==> config.mk <==
export PLATFORM = sky130hd
export DESIGN_NAME = crumb_display_reader
export DESIGN_NICKNAME = d
export VERILOG_FILES = /design/src/rtl/crumb_display_reader.sv
export SDC_FILE = /design/constraint.sdc
export NUM_CORES = 1
export LEC_CHECK = 0
export ABC_AREA = 1
export BUFFER_PORTS_ARGS = -buffer_cell sky130_fd_sc_hd__buf_2
export CAP_MARGIN = 30
export CORE_MARGIN = 8
export CORE_UTILIZATION = 49
export CTS_BUF_LIST = sky130_fd_sc_hd__clkbuf_16
export DETAILED_ROUTE_END_ITERATION = 8
export GPL_TIMING_DRIVEN = 0
export PLACE_DENSITY = 0.81
export SLEW_MARGIN = 20
export SYNTH_ARGS = -nofsm -noshare
export SYNTH_HDL_FRONTEND = slang
export SYNTH_SLANG_ARGS = --single-unit
==> constraint.sdc <==
create_clock -name clk -period 1.6 [get_ports clk]
set_clock_uncertainty 0.05 [all_clocks]
set_input_delay 0.32 -clock clk [delete_from_list [all_inputs] [get_ports clk]]
set_output_delay 0.32 -clock clk [all_outputs]
set_load 0.02 [all_outputs]
==> src/rtl/crumb_display_reader.sv <==
// rtl/crumb_display_reader.sv - captures the crumb display chain and streams it out as packed words
module crumb_display_reader #(
  parameter int CHAIN_LEN = 64,
  parameter int WORD_W    = 8
) (
  input  logic              clk,
  input  logic              rst,
  input  logic              start,
  output logic              busy,
  output logic              display,
  output logic              chain_shift,
  input  logic              chain_in,
  output logic [WORD_W-1:0] word_data,
  output logic              word_valid,
  input  logic              word_ready,
  output logic              word_last,
  output logic              done
);

  localparam int NUM_WORDS = CHAIN_LEN / WORD_W;
  localparam int BIT_W     = $clog2(WORD_W);
  localparam int WCNT_W    = $clog2(NUM_WORDS) + 1;
  localparam logic [BIT_W-1:0]  BIT_LAST  = BIT_W'(WORD_W - 1);
  localparam logic [WCNT_W-1:0] WORD_LAST = WCNT_W'(NUM_WORDS - 1);

  typedef enum logic [2:0] {
    S_IDLE,
    S_CAPTURE,
    S_SHIFT,
    S_HOLD,
    S_DONE
  } state_t;

  state_t              state;
  state_t              state_nxt;
  logic [BIT_W-1:0]    bit_cnt;
  logic [WCNT_W-1:0]   word_cnt;
  logic [WORD_W-1:0]   shift_buf;
  logic [WORD_W-1:0]   buf_nxt;
  logic                handshake;

  assign handshake = word_valid && word_ready;

  // Shift buffer with the current chain bit dropped into its slot, so a
  // completed word can be published in the same edge as its last bit.
  always_comb begin
    buf_nxt          = shift_buf;
    buf_nxt[bit_cnt] = chain_in;
  end

  // State register.
  always_ff @(posedge clk) begin
    if (rst) state <= S_IDLE;
    else     state <= state_nxt;
  end

  // Next-state decode and per-state control strobes.
  always_comb begin
    state_nxt   = state;
    display     = 1'b0;
    chain_shift = 1'b0;
    done        = 1'b0;
    busy        = (state != S_IDLE);
    case (state)
      S_IDLE: begin
        if (start) state_nxt = S_CAPTURE;
      end
      S_CAPTURE: begin
        display   = 1'b1;
        state_nxt = S_SHIFT;
      end
      S_SHIFT: begin
        chain_shift = 1'b1;
        if (bit_cnt == BIT_LAST) state_nxt = S_HOLD;
      end
      S_HOLD: begin
        // Chain is frozen here so a stalled consumer never loses bits.
        if (handshake) state_nxt = word_last ? S_DONE : S_SHIFT;
      end
      S_DONE: begin
        done      = 1'b1;
        state_nxt = S_IDLE;
      end
      default: state_nxt = S_IDLE;
    endcase
  end

  // Bit packing, word hand-off and frame counters.
  always_ff @(posedge clk) begin
    if (rst) begin
      bit_cnt    <= '0;
      word_cnt   <= '0;
      shift_buf  <= '0;
      word_data  <= '0;
      word_valid <= 1'b0;
      word_last  <= 1'b0;
    end else begin
      case (state)
        S_CAPTURE: begin
          bit_cnt  <= '0;
          word_cnt <= '0;
        end
        S_SHIFT: begin
          shift_buf <= buf_nxt;
          if (bit_cnt == BIT_LAST) begin
            word_data  <= buf_nxt;
            word_valid <= 1'b1;
            word_last  <= (word_cnt == WORD_LAST);
            bit_cnt    <= '0;
          end else begin
            bit_cnt <= bit_cnt + 1'b1;
          end
        end
        S_HOLD: begin
          if (handshake) begin
            word_valid <= 1'b0;
            word_last  <= 1'b0;
            word_cnt   <= word_cnt + 1'b1;
          end
        end
        S_DONE: begin
          word_cnt <= '0;
        end
        default: ;
      endcase
    end
  end

endmodule

Yosys cells after proc, flatten, opt, wreduce, memory -nomap -nowiden:

Cells that the tools add are included.

* flip-flop bits (word level): 28
* bits in latches: 0
* RAM bits: 0
* ROM bits: 0
* input bits: 5
* output and inout bits: 14
* memories: 0

* add/subtract/negate cells: 2
* multipliers: 0
* divide/modulo/power cells: 0
* $lt $le $gt $ge: 2
* equality and inequality tests: 9
* shift-type cells: 0
* muxes and demuxes: 20
* bitwise gates (word level): 0
* reductions and logical operators: 12

Operator list (count)
* two-way mux 3 bit: 5
* one-hot mux 3 bit (4 select lines): 1
* bitwise mux 8 bit: 1
* one-hot mux 4 bit (2 select lines): 1
* two-way mux 1 bit: 7
* == test 3 x 2 -> 1 bit (second input constant): 2
* == test 3 bit (second input constant): 2
* inequality test 2 bit (second input constant): 3
* one-hot mux 3 bit (2 select lines): 1
* AND reduction 3 bit: 2
* nonzero test 2 bit: 3
* adder 4 x 1 -> 4 bit (second input constant): 1
* == test 4 x 3 -> 1 bit (second input constant): 1
* less-than comparator 3 x 4 -> 1 bit (second input constant): 1
* two-way mux 4 bit: 1
* one-hot mux 1 bit (2 select lines): 2
* AND reduction 2 bit: 2
* adder 3 x 1 -> 3 bit (second input constant): 1
* demux 1 bit (select 3 bit): 1
* == test 3 x 1 -> 1 bit (second input constant): 1
* greater-or-equal comparator 3 x 1 -> 1 bit (second input constant): 1
* logical NOT 3 bit: 1
* nonzero test 3 bit: 1
* logical AND 1 bit: 2
* OR reduction 2 bit: 1

Longest topological paths before layout:

Gate-level depths: netlist of the first run.

* word-level depth: 5
* gate-level depth with buffers: 8
* gate-level depth less buffers: 8

Worst setup path before layout of the first run:

OpenSTA, ideal clock, no wires.

* path kind: reg-to-reg
* from: reg bit_cnt[0]
* to: reg word_last
* setup time: 0.113 ns
* arrival time: 1.246 ns
* required time: 1.437 ns
* slack: 0.191 ns
* cell stages (with the launch flop): 9
* clock period less this slack: 1.409 ns
* path through: dfxtp_1 > ha_1 > ha_1 > inv_1 > nand3_1 > nand3_2 > nand2_1 > nand2_1 > nor2_1

* longest elaborated chain between the ends: 3

RTL lines
* start, declared: line 36 `logic [BIT_W-1:0] bit_cnt;`
* start signal, assigned: line 111 `bit_cnt <= bit_cnt + 1'b1;`
* == test 3 bit: line 105 `if (bit_cnt == BIT_LAST) begin`
* inequality test 2 bit (no line)
* AND reduction 3 bit (no line)
* end signal, assigned: line 108 `word_last <= (word_cnt == WORD_LAST);`
* end, declared: line 16 `output logic word_last,`

No other way between the ends.
A chain may end at the register's enable or synchronous reset.

Final worst setup path of the first run:

* from: reg state[2]
* to: out chain_shift

* longest elaborated chain between the ends: 2

RTL lines
* start, declared: line 34 `state_t state;`
* start signal, assigned: line 54 `else state <= state_nxt;`
* == test 3 x 2 -> 1 bit: line 64 `case (state)`
* two-way mux 1 bit: line 64
* end, declared: line 11 `output logic chain_shift,`

No other way between the ends.

==> impl_metrics.json, run 1 <==
{
  "status": "completed",
  "syn_area_mm2": 0.00145,
  "vias": 1309,
  "drive_above_1_share_pct": 23.2,
  "avgSynthCellArea_um2": 7.06,
  "path_buf_inv": 2,
  "seq_power_share_pct": 39.9,
  "power_leakage_nw": 0.835,
  "hold_start": "rst",
  "setup-violations-final": 0,
  "worst_path_largest_cell_delay_ps": 370,
  "antenna_left": 0,
  "synth.top_cell.area_share_pct": 38.7,
  "cp.required_ps": 1230,
  "grt_setup_unrepaired": "no",
  "tns_ps": 0,
  "fin_ws_ps": 73.0,
  "fp.dieArea_mm2": 0.00495,
  "viasPerCell": 5.05,
  "synth_common_cells": "nor2_1 (40), nand2_1 (32), dfxtp_1 (28)",
  "reg2reg_from": "bit_cnt[0]",
  "antenna_found_initial": 0,
  "root_buffer": "clkbuf_16",
  "dieHeight_um": 70.4,
  "fin_crit_sh_pct": 95.4,
  "wirelength_mm": 2.92,
  "cp.arrival_ps": 1160,
  "hold_class": "in -> reg",
  "fin_area_mm2": 0.00167,
  "crit_chain": "nor2_4 > nand2_4 > inv_4 > buf_4",
  "syn_inst": 205,
  "path_clk_slew_ps": 70,
  "ys_warn_count": 0,
  "n_fill_cell": 255,
  "synth.net_count": 213,
  "gp_congestion": 0.795,
  "grt_pass1_wl_mm": 5.33,
  "drt-initial-drc-count": 57,
  "syn2layout_area_growth_pct": 15.6,
  "grtUsageTotal_pct": 12.6,
  "p_comb_share_pct": 38.0,
  "power.density_mw_per_mm2": 1520,
  "tritoncts": "yes",
  "clock_power_share_pct": 22.1,
  "port_buffers": 18,
  "critical_path.top_delay_family": "flip-flops",
  "r2r_cells": 8,
  "power.switching_mw": 0.982,
  "core_mm2": 0.00278,
  "placed_cells": 254,
  "cts_buffer_depth": 2,
  "crit_path_top_delay_cell": "dfxtp_4",
  "pin_count": 19,
  "netlist_top_cells_area": "dfxtp_1 (39%), nor2_1 (10%), nand2_1 (8.3%), inv_1 (6.0%), nand3_1 (5.5%)",
  "startpoint": "state[2]",
  "switching_share_pct": 38.6,
  "worst_pin_slew_ps": 298,
  "htree_levels": 1,
  "die_w_um": 70.4,
  "place_hpwl_mm": 2.19,
  "cap_violations": 0,
  "finalHoldViolations": 0,
  "initial_utilization_pct": 52.0,
  "reg2reg_to": "word_last",
  "placed_area_mm2": 0.00158,
  "instances_no_fill": 259,
  "seq_area_um2": 572,
  "drc": 0,
  "worstSetupPathType": "reg -> out",
  "gr-total-overflow": 0,
  "post-synth-top-count-cell": "nor2_1",
  "regToRegSetupSlack_ps": 120,
  "place_ws_ps": 46.7,
  "hold_buffers": 0,
  "wl_per_cell_um": 11.3,
  "cp-start-kind": "register",
  "ys_types": 25,
  "cts_buffers": 3,
  "fin_crit_ps": 1530,
  "grt_pass1_vias": 1264,
  "async_reset_ff_share_pct": 0,
  "drv_slew": 0,
  "yosysTopAreaCell": "dfxtp_1",
  "min_path_cells": 4,
  "synthFlopType": "dfxtp_1",
  "min_to": "shift_buf[0]",
  "maxSlewHeadroom_pct": 79.9,
  "drtPass1Iterations": 4,
  "rows": 19,
  "whs_ps": 347,
  "synth_edf_count": 0,
  "yosysSeqAreaShare_pct": 38.7,
  "crit_path_end_kind": "primary output",
  "antenna-diode-count": 0,
  "grt_max_degree": 16,
  "crit_fanout": 14,
  "internal-power_mw": 1.56,
  "multi_input_area_um2": 752,
  "fmax_mhz": 655,
  "ir_drop_mv": 0.970,
  "nNetsFinal": 237,
  "cts_num_sinks": 28,
  "worstSkewPairLatency_ps": 260,
  "ys_ff_latch": 28
}
## kinds of logic after synthesis
logic type	synth area share (%)
AO/OA/AOI/OAI	13.1
buffers and inverters	9.68
flip-flops	38.7
AND/OR/NAND/NOR	35.9
adder cells (fa/ha/maj)	2.59
## how the worst max path moves through the flow
| stage | endpoint | slack [ps] | cells past startpoint |
|---|---|---|---|
| after floorplan | word_last | 190 | 8 |
| after global placement | word_last | 60 | 8 |
| after detailed placement | word_last | 50 | 8 |
| after CTS | chain_shift | 20 | 5 |
| after global routing | word_last | 10 | 8 |
| final | chain_shift | 70 | 4 |
## area by class of cell
cell class / instances / share of cell area (%)
Clock buffer: 3 / 4.48
Buffer: 3 / 1.27
Multi-Input combinational cell: 146 / 44.9
Clock inverter: 1 / 0.224
Tap cell: 31 / 2.32
Sequential cell: 28 / 34.2
Timing Repair Buffer: 20 / 6.43
Inverter: 27 / 6.20
## tightest hold or removal path: stages
cell and delay [ps]:
buf_2 140, nor2_1 50, o21ai_0 60, inv_1 40
## flip-flops by register name, indices dropped and copies added (netlist names)
name        count
shift_buf       8
word_cnt        4
word_data       8
bit_cnt         3
word_last       1
state           3
word_valid      1
## metrics by stage
step                      power, mW  util, %
after global routing           2.77     60.2
after CTS                      2.58     60.3
after detailed placement       1.97     56.7
after global placement         1.95     56.7
final                          2.54     60.2
after floorplan                1.76        -
## timing repair
action / in CTS / in global routing
gates cloned: 0 / 0
pin swaps: 1 / 1
gates resized for setup: 4 / 5
setup buffers: 2 / 0
endpoints found under the setup margin: 1 / 5
## placed cells by master, fill, tap and decap left out, drive strengths merged
cell type	synthesis	final
a21oi	14	14
buf	4	23
clkbuf	0	3
clkinv	1	2
dfxtp	28	28
ha	3	3
inv	26	26
nand2	38	38
nand3	20	20
nand3b	1	1
nand4	3	3
nor2	44	44
nor3	2	2
o21ai	21	21
## metal layers
metal  track usage (%)  share of wire, %  routed length [um]  up-vias
met1              14.3                46                1340      570
met2              21.6                47                1380       30
li1                  -                 -                   -      707
met4              4.46              0.79                  23        0
met5                 0                 0                   0        -
met3              3.67               5.7                 167        2
## power groups by stage
stage / Sequential (mW) / Clock, mW / Combinational, mW
floorplan: 0.996 / 0 / 0.768
global placement: 1.01 / 0 / 0.942
detailed placement: 1.02 / 0 / 0.954
CTS: 1.01 / 0.576 / 1.00
global route: 1.04 / 0.600 / 1.13
finish: 1.02 / 0.561 / 0.966
Power figures use the tool's default switching activity.
==> run 2, diff against run 1 <==
--- a/config.mk
+++ b/config.mk
@@ -8,12 +8,14 @@
 export ABC_AREA = 1
 export BUFFER_PORTS_ARGS = -buffer_cell sky130_fd_sc_hd__buf_2
 export CAP_MARGIN = 30
+export CELL_PAD_IN_SITES_DETAIL_PLACEMENT = 0
+export CELL_PAD_IN_SITES_GLOBAL_PLACEMENT = 1
 export CORE_MARGIN = 8
-export CORE_UTILIZATION = 49
+export CORE_UTILIZATION = 40
 export CTS_BUF_LIST = sky130_fd_sc_hd__clkbuf_16
 export DETAILED_ROUTE_END_ITERATION = 8
 export GPL_TIMING_DRIVEN = 0
-export PLACE_DENSITY = 0.81
+export PLACE_DENSITY = 0.89
 export SLEW_MARGIN = 20
 export SYNTH_ARGS = -nofsm -noshare
 export SYNTH_HDL_FRONTEND = slang
==> impl_metrics.json, run 2 (synthesis gave the netlist of run 1 again) <==
{
  "ir_drop_mv": 0.635,
  "critical_path.top_delay_family": "flip-flops",
  "hold_class": "in -> reg",
  "crit_fanout": 14,
  "tns_ps": 0,
  "hold_buffers": 0,
  "initial_utilization_pct": 40.5,
  "path_buf_inv": 2,
  "viasPerCell": 4.63,
  "grt_pass1_wl_mm": 5.89,
  "internal-power_mw": 1.56,
  "setup-violations-final": 0,
  "switching_share_pct": 39.2,
  "cp.arrival_ps": 1150,
  "drt-initial-drc-count": 64,
  "fp.dieArea_mm2": 0.00580,
  "core_mm2": 0.00358,
  "crit_chain": "nor2_4 > nand2_4 > inv_4 > buf_6",
  "drive_above_1_share_pct": 23.2,
  "power.switching_mw": 1.00,
  "cts_buffers": 3,
  "antenna-diode-count": 0,
  "gr-total-overflow": 0,
  "clock_power_share_pct": 22.2,
  "worst_pin_slew_ps": 329,
  "multi_input_area_um2": 752,
  "fin_area_mm2": 0.00170,
  "cp.required_ps": 1230,
  "maxSlewHeadroom_pct": 77.9,
  "layout_common_cells": "nor2_1 (40), nand2_1 (32), dfxtp_1 (24)",
  "tritoncts": "yes",
  "cts_buffer_depth": 2,
  "grt_setup_unrepaired": "no",
  "antenna_left": 0,
  "reg.largest.list": "shift_buf x8, word_data x8, word_cnt x4",
  "dieHeight_um": 76.2,
  "syn2layout_area_growth_pct": 17.1,
  "worstSkewPairLatency_ps": 260,
  "grt_max_degree": 16,
  "pin_count": 19,
  "wirelength_mm": 3.12,
  "seq_power_share_pct": 39.2,
  "cap_violations": 0,
  "place_hpwl_mm": 2.32,
  "nNetsFinal": 237,
  "layout_commonest_cell": "nor2_1",
  "status": "completed",
  "grt_pass1_vias": 1317,
  "rows": 22,
  "crit_path_top_delay_cell": "dfxtp_4",
  "seq_area_um2": 568,
  "crit_path_end_kind": "primary output",
  "n_fill_cell": 383,
  "p_comb_share_pct": 38.6,
  "regToRegSetupSlack_ps": 160,
  "vias": 1279,
  "power.density_mw_per_mm2": 1510,
  "drc": 0,
  "drv_slew": 0,
  "fin_crit_ps": 1520,
  "cts_num_sinks": 28,
  "worst_path_largest_cell_delay_ps": 370,
  "path_clk_slew_ps": 70,
  "gp_congestion": 0.781,
  "wl_per_cell_um": 11.3,
  "finalHoldViolations": 0,
  "fin_crit_sh_pct": 95.0,
  "drtPass1Iterations": 4,
  "cp-start-kind": "register",
  "power_leakage_nw": 0.836,
  "die_w_um": 76.2,
  "fmax_mhz": 658,
  "port_buffers": 18,
  "root_buffer": "clkbuf_16",
  "antenna_found_initial": 0,
  "grtUsageTotal_pct": 11.8,
  "placed_area_mm2": 0.00160,
  "htree_levels": 1,
  "worstSetupPathType": "reg -> out"
}
-- run 2: cell counts in the layout (fill, tap and decap cells not counted) --
Identical to the previous run, type by type.
-- run 2: worst paths after layout --
kind                            startpoint           end  cells after the start
worst max-delay path              state[2]   chain_shift                      4
worst min-delay path                   rst  shift_buf[1]                      4
worst max register to register  bit_cnt[0]     word_last                      8
worst min register to register   word_last      state[2]                      2
-- run 2: routing by layer --
layer / up-vias / share of wire [%] / global-route usage (%)
met3: 4 / 3.7 / 2.95
met5: - / 0 / 0
li1: 703 / - / -
met4: 0 / 0.87 / 4.04
met2: 18 / 45 / 19.5
met1: 554 / 50 / 14.4
-- run 2: power by group through the flow --
| stage | logic [mW] | clock network [mW] | registers, mW |
|---|---|---|---|
| floorplan | 0.768 | 0 | 0.996 |
| global placement | 0.962 | 0 | 1.01 |
| detailed placement | 0.971 | 0 | 1.01 |
| CTS | 1.02 | 0.584 | 1.00 |
| global route | 1.15 | 0.608 | 1.03 |
| finish | 0.988 | 0.569 | 1.00 |
-- run 2: area by class of cell --
type                            count  area share (%)
Timing Repair Buffer               20            6.57
Sequential cell                    28            33.5
Buffer                              3            1.25
Clock inverter                      1           0.221
Inverter                           27            6.13
Tap cell                           48            3.54
Multi-Input combinational cell    146            44.4
Clock buffer                        3            4.43
-- run 2: worst min-delay path, stage by stage --
cell	delay (ps)
buf_2	140
nor2_1	50
o21ai_0	60
inv_1	40
-- run 2: stage by stage --
stage	instances	hold WS [ps]	power [mW]	setup WS, ps	util [%]
finish	276	344	2.56	80.1	47.4
global route	276	355	2.79	28.5	47.4
CTS	277	346	2.61	2.67	47.4
detailed placement	271	421	1.98	34.7	44.7
global placement	271	417	1.98	32.6	44.7
floorplan	205	430	1.76	191	-
-- run 2: what timing repair did --
item                                    in CTS  in global routing
pin swaps                                    1                  1
endpoints found under the setup margin       2                  7
resized for setup                            4                  5
setup buffers                                2                  0
==> run 3, diff against run 2 <==
--- a/config.mk
+++ b/config.mk
@@ -10,12 +10,14 @@
 export CAP_MARGIN = 30
 export CELL_PAD_IN_SITES_DETAIL_PLACEMENT = 0
 export CELL_PAD_IN_SITES_GLOBAL_PLACEMENT = 1
+export CORE_ASPECT_RATIO = 0.8
 export CORE_MARGIN = 8
-export CORE_UTILIZATION = 40
+export CORE_UTILIZATION = 43
 export CTS_BUF_LIST = sky130_fd_sc_hd__clkbuf_16
 export DETAILED_ROUTE_END_ITERATION = 8
+export GPL_ROUTABILITY_DRIVEN = 0
 export GPL_TIMING_DRIVEN = 0
-export PLACE_DENSITY = 0.89
+export PLACE_DENSITY = 0.94
 export SLEW_MARGIN = 20
 export SYNTH_ARGS = -nofsm -noshare
 export SYNTH_HDL_FRONTEND = slang
==> constraint.sdc (replaced) <==
create_clock -name clk -period 1.85 [get_ports clk]
set_clock_uncertainty 0.05 [all_clocks]
set_input_delay 0.37 -clock clk [delete_from_list [all_inputs] [get_ports clk]]
set_output_delay 0.37 -clock clk [all_outputs]
set_load 0.02 [all_outputs]
==> impl_metrics.json, run 3 (synthesis gave the netlist of run 1 again) <==
{
  "place_hpwl_mm": 2.31,
  "antenna_found_initial": 0,
  "antenna_left": 0,
  "grt_max_degree": 17,
  "fin_crit_ps": 1790,
  "syn2layout_area_growth_pct": 18.8,
  "fin_area_mm2": 0.00172,
  "core_mm2": 0.00333,
  "viasPerCell": 4.85,
  "fin_ws_ps": 62.4,
  "htree_levels": 1,
  "place_ws_ps": 263,
  "drv_slew": 0,
  "multi_input_area_um2": 747,
  "drive_above_1_share_pct": 22.6,
  "fmax_mhz": 559,
  "reg.largest.list": "shift_buf x8, word_data x8, word_cnt x4",
  "placed_area_mm2": 0.00159,
  "worstSkewPairLatency_ps": 260,
  "drtPass1Iterations": 4,
  "crit_fanout": 10,
  "die_w_um": 80.9,
  "tns_ps": 0,
  "setup-violations-final": 0,
  "antenna-diode-count": 0,
  "layout_common_cells": "nor2_1 (40), nand2_1 (32), dfxtp_1 (26)",
  "crit_path_end_kind": "primary output",
  "cts_buffers": 3,
  "fp.dieArea_mm2": 0.00549,
  "rows": 19,
  "postLayoutCoreUtil_pct": 51.7,
  "layout_commonest_cell": "nor2_1",
  "worst_path_largest_cell_delay_ps": 390,
  "cts_num_sinks": 28,
  "power_leakage_nw": 0.856,
  "drt-initial-drc-count": 78,
  "cap_violations": 0,
  "power.density_mw_per_mm2": 1400,
  "dieHeight_um": 67.9,
  "instances_no_fill": 272,
  "fin_crit_sh_pct": 96.6,
  "maxSlewHeadroom_pct": 72.4,
  "ir_drop_mv": 0.699,
  "status": "completed",
  "finalHoldViolations": 0,
  "hold_buffers": 0,
  "wl_per_cell_um": 11.7,
  "crit_chain": "nor2_4 > nand2_4 > inv_4 > buf_8 > buf_2",
  "finalPower_mw": 2.42,
  "wirelength_mm": 3.17,
  "vias": 1320,
  "pin_count": 19,
  "gr-total-overflow": 0,
  "worst_pin_slew_ps": 410,
  "initial_utilization_pct": 43.5,
  "n_fill_cell": 343,
  "placed_cells": 265,
  "seq_area_um2": 563,
  "cp-start-kind": "register",
  "grt_pass1_wl_mm": 5.53,
  "tritoncts": "yes",
  "drc": 0,
  "cts_buffer_depth": 2,
  "crit_path_top_delay_cell": "dfxtp_1",
  "cp.arrival_ps": 1370,
  "root_buffer": "clkbuf_16",
  "worstSetupPathType": "reg -> out",
  "path_clk_slew_ps": 70,
  "cp.required_ps": 1430,
  "port_buffers": 18,
  "hold_class": "in -> reg",
  "nNetsFinal": 239,
  "grtUsageTotal_pct": 12.8,
  "grt_pass1_vias": 1186,
  "whs_ps": 391
}
==> run 3: power breakdown <==
part / internal (mW) / switching [mW]
registers: 0.739 / 0.138
logic: 0.346 / 0.551
clock network: 0.431 / 0.210
total: 1.52 / 0.899
==> run 3: worst max-delay path: cells and delay by family, from the launching register on <==
kind                   cells  cell delay (ps)
flip-flops                 1              390
AND/OR/NAND/NOR            2              310
buffers and inverters      3              400
==> run 3: cell type report <==
type	instances	share of cell area (%)
buffer	4	2.11
clock buffer	3	4.36
clock inverter	1	1.75
inverter	27	6.04
multi-input combinational	146	43.4
sequential	28	32.7
tap	42	3.05
timing repair buffer	21	6.55
==> run 3: path summary, 6_finish.rpt <==
kind	start	to	slack, ps	depth (start not counted)
max reg2reg	bit_cnt[0]	word_last	250	8
min reg2reg	word_last	state[2]	420	2
min	rst	shift_buf[4]	390	4
max	state[2]	chain_shift	60	5
==> run 3: metal layers <==
metal  vias to the layer above  wire length (um)  GRT usage [%]
met5                         -                 0              0
met4                         0                28           4.00
met3                         4               147           3.67
met2                        19              1330           18.5
met1                       588              1670           18.0
li1                        709                 -              -
==> run 3: what timing repair did <==
action / CTS / global route
setup endpoints to repair: 0 / 1
setup buffers: 0 / 3
resized for setup: 0 / 2
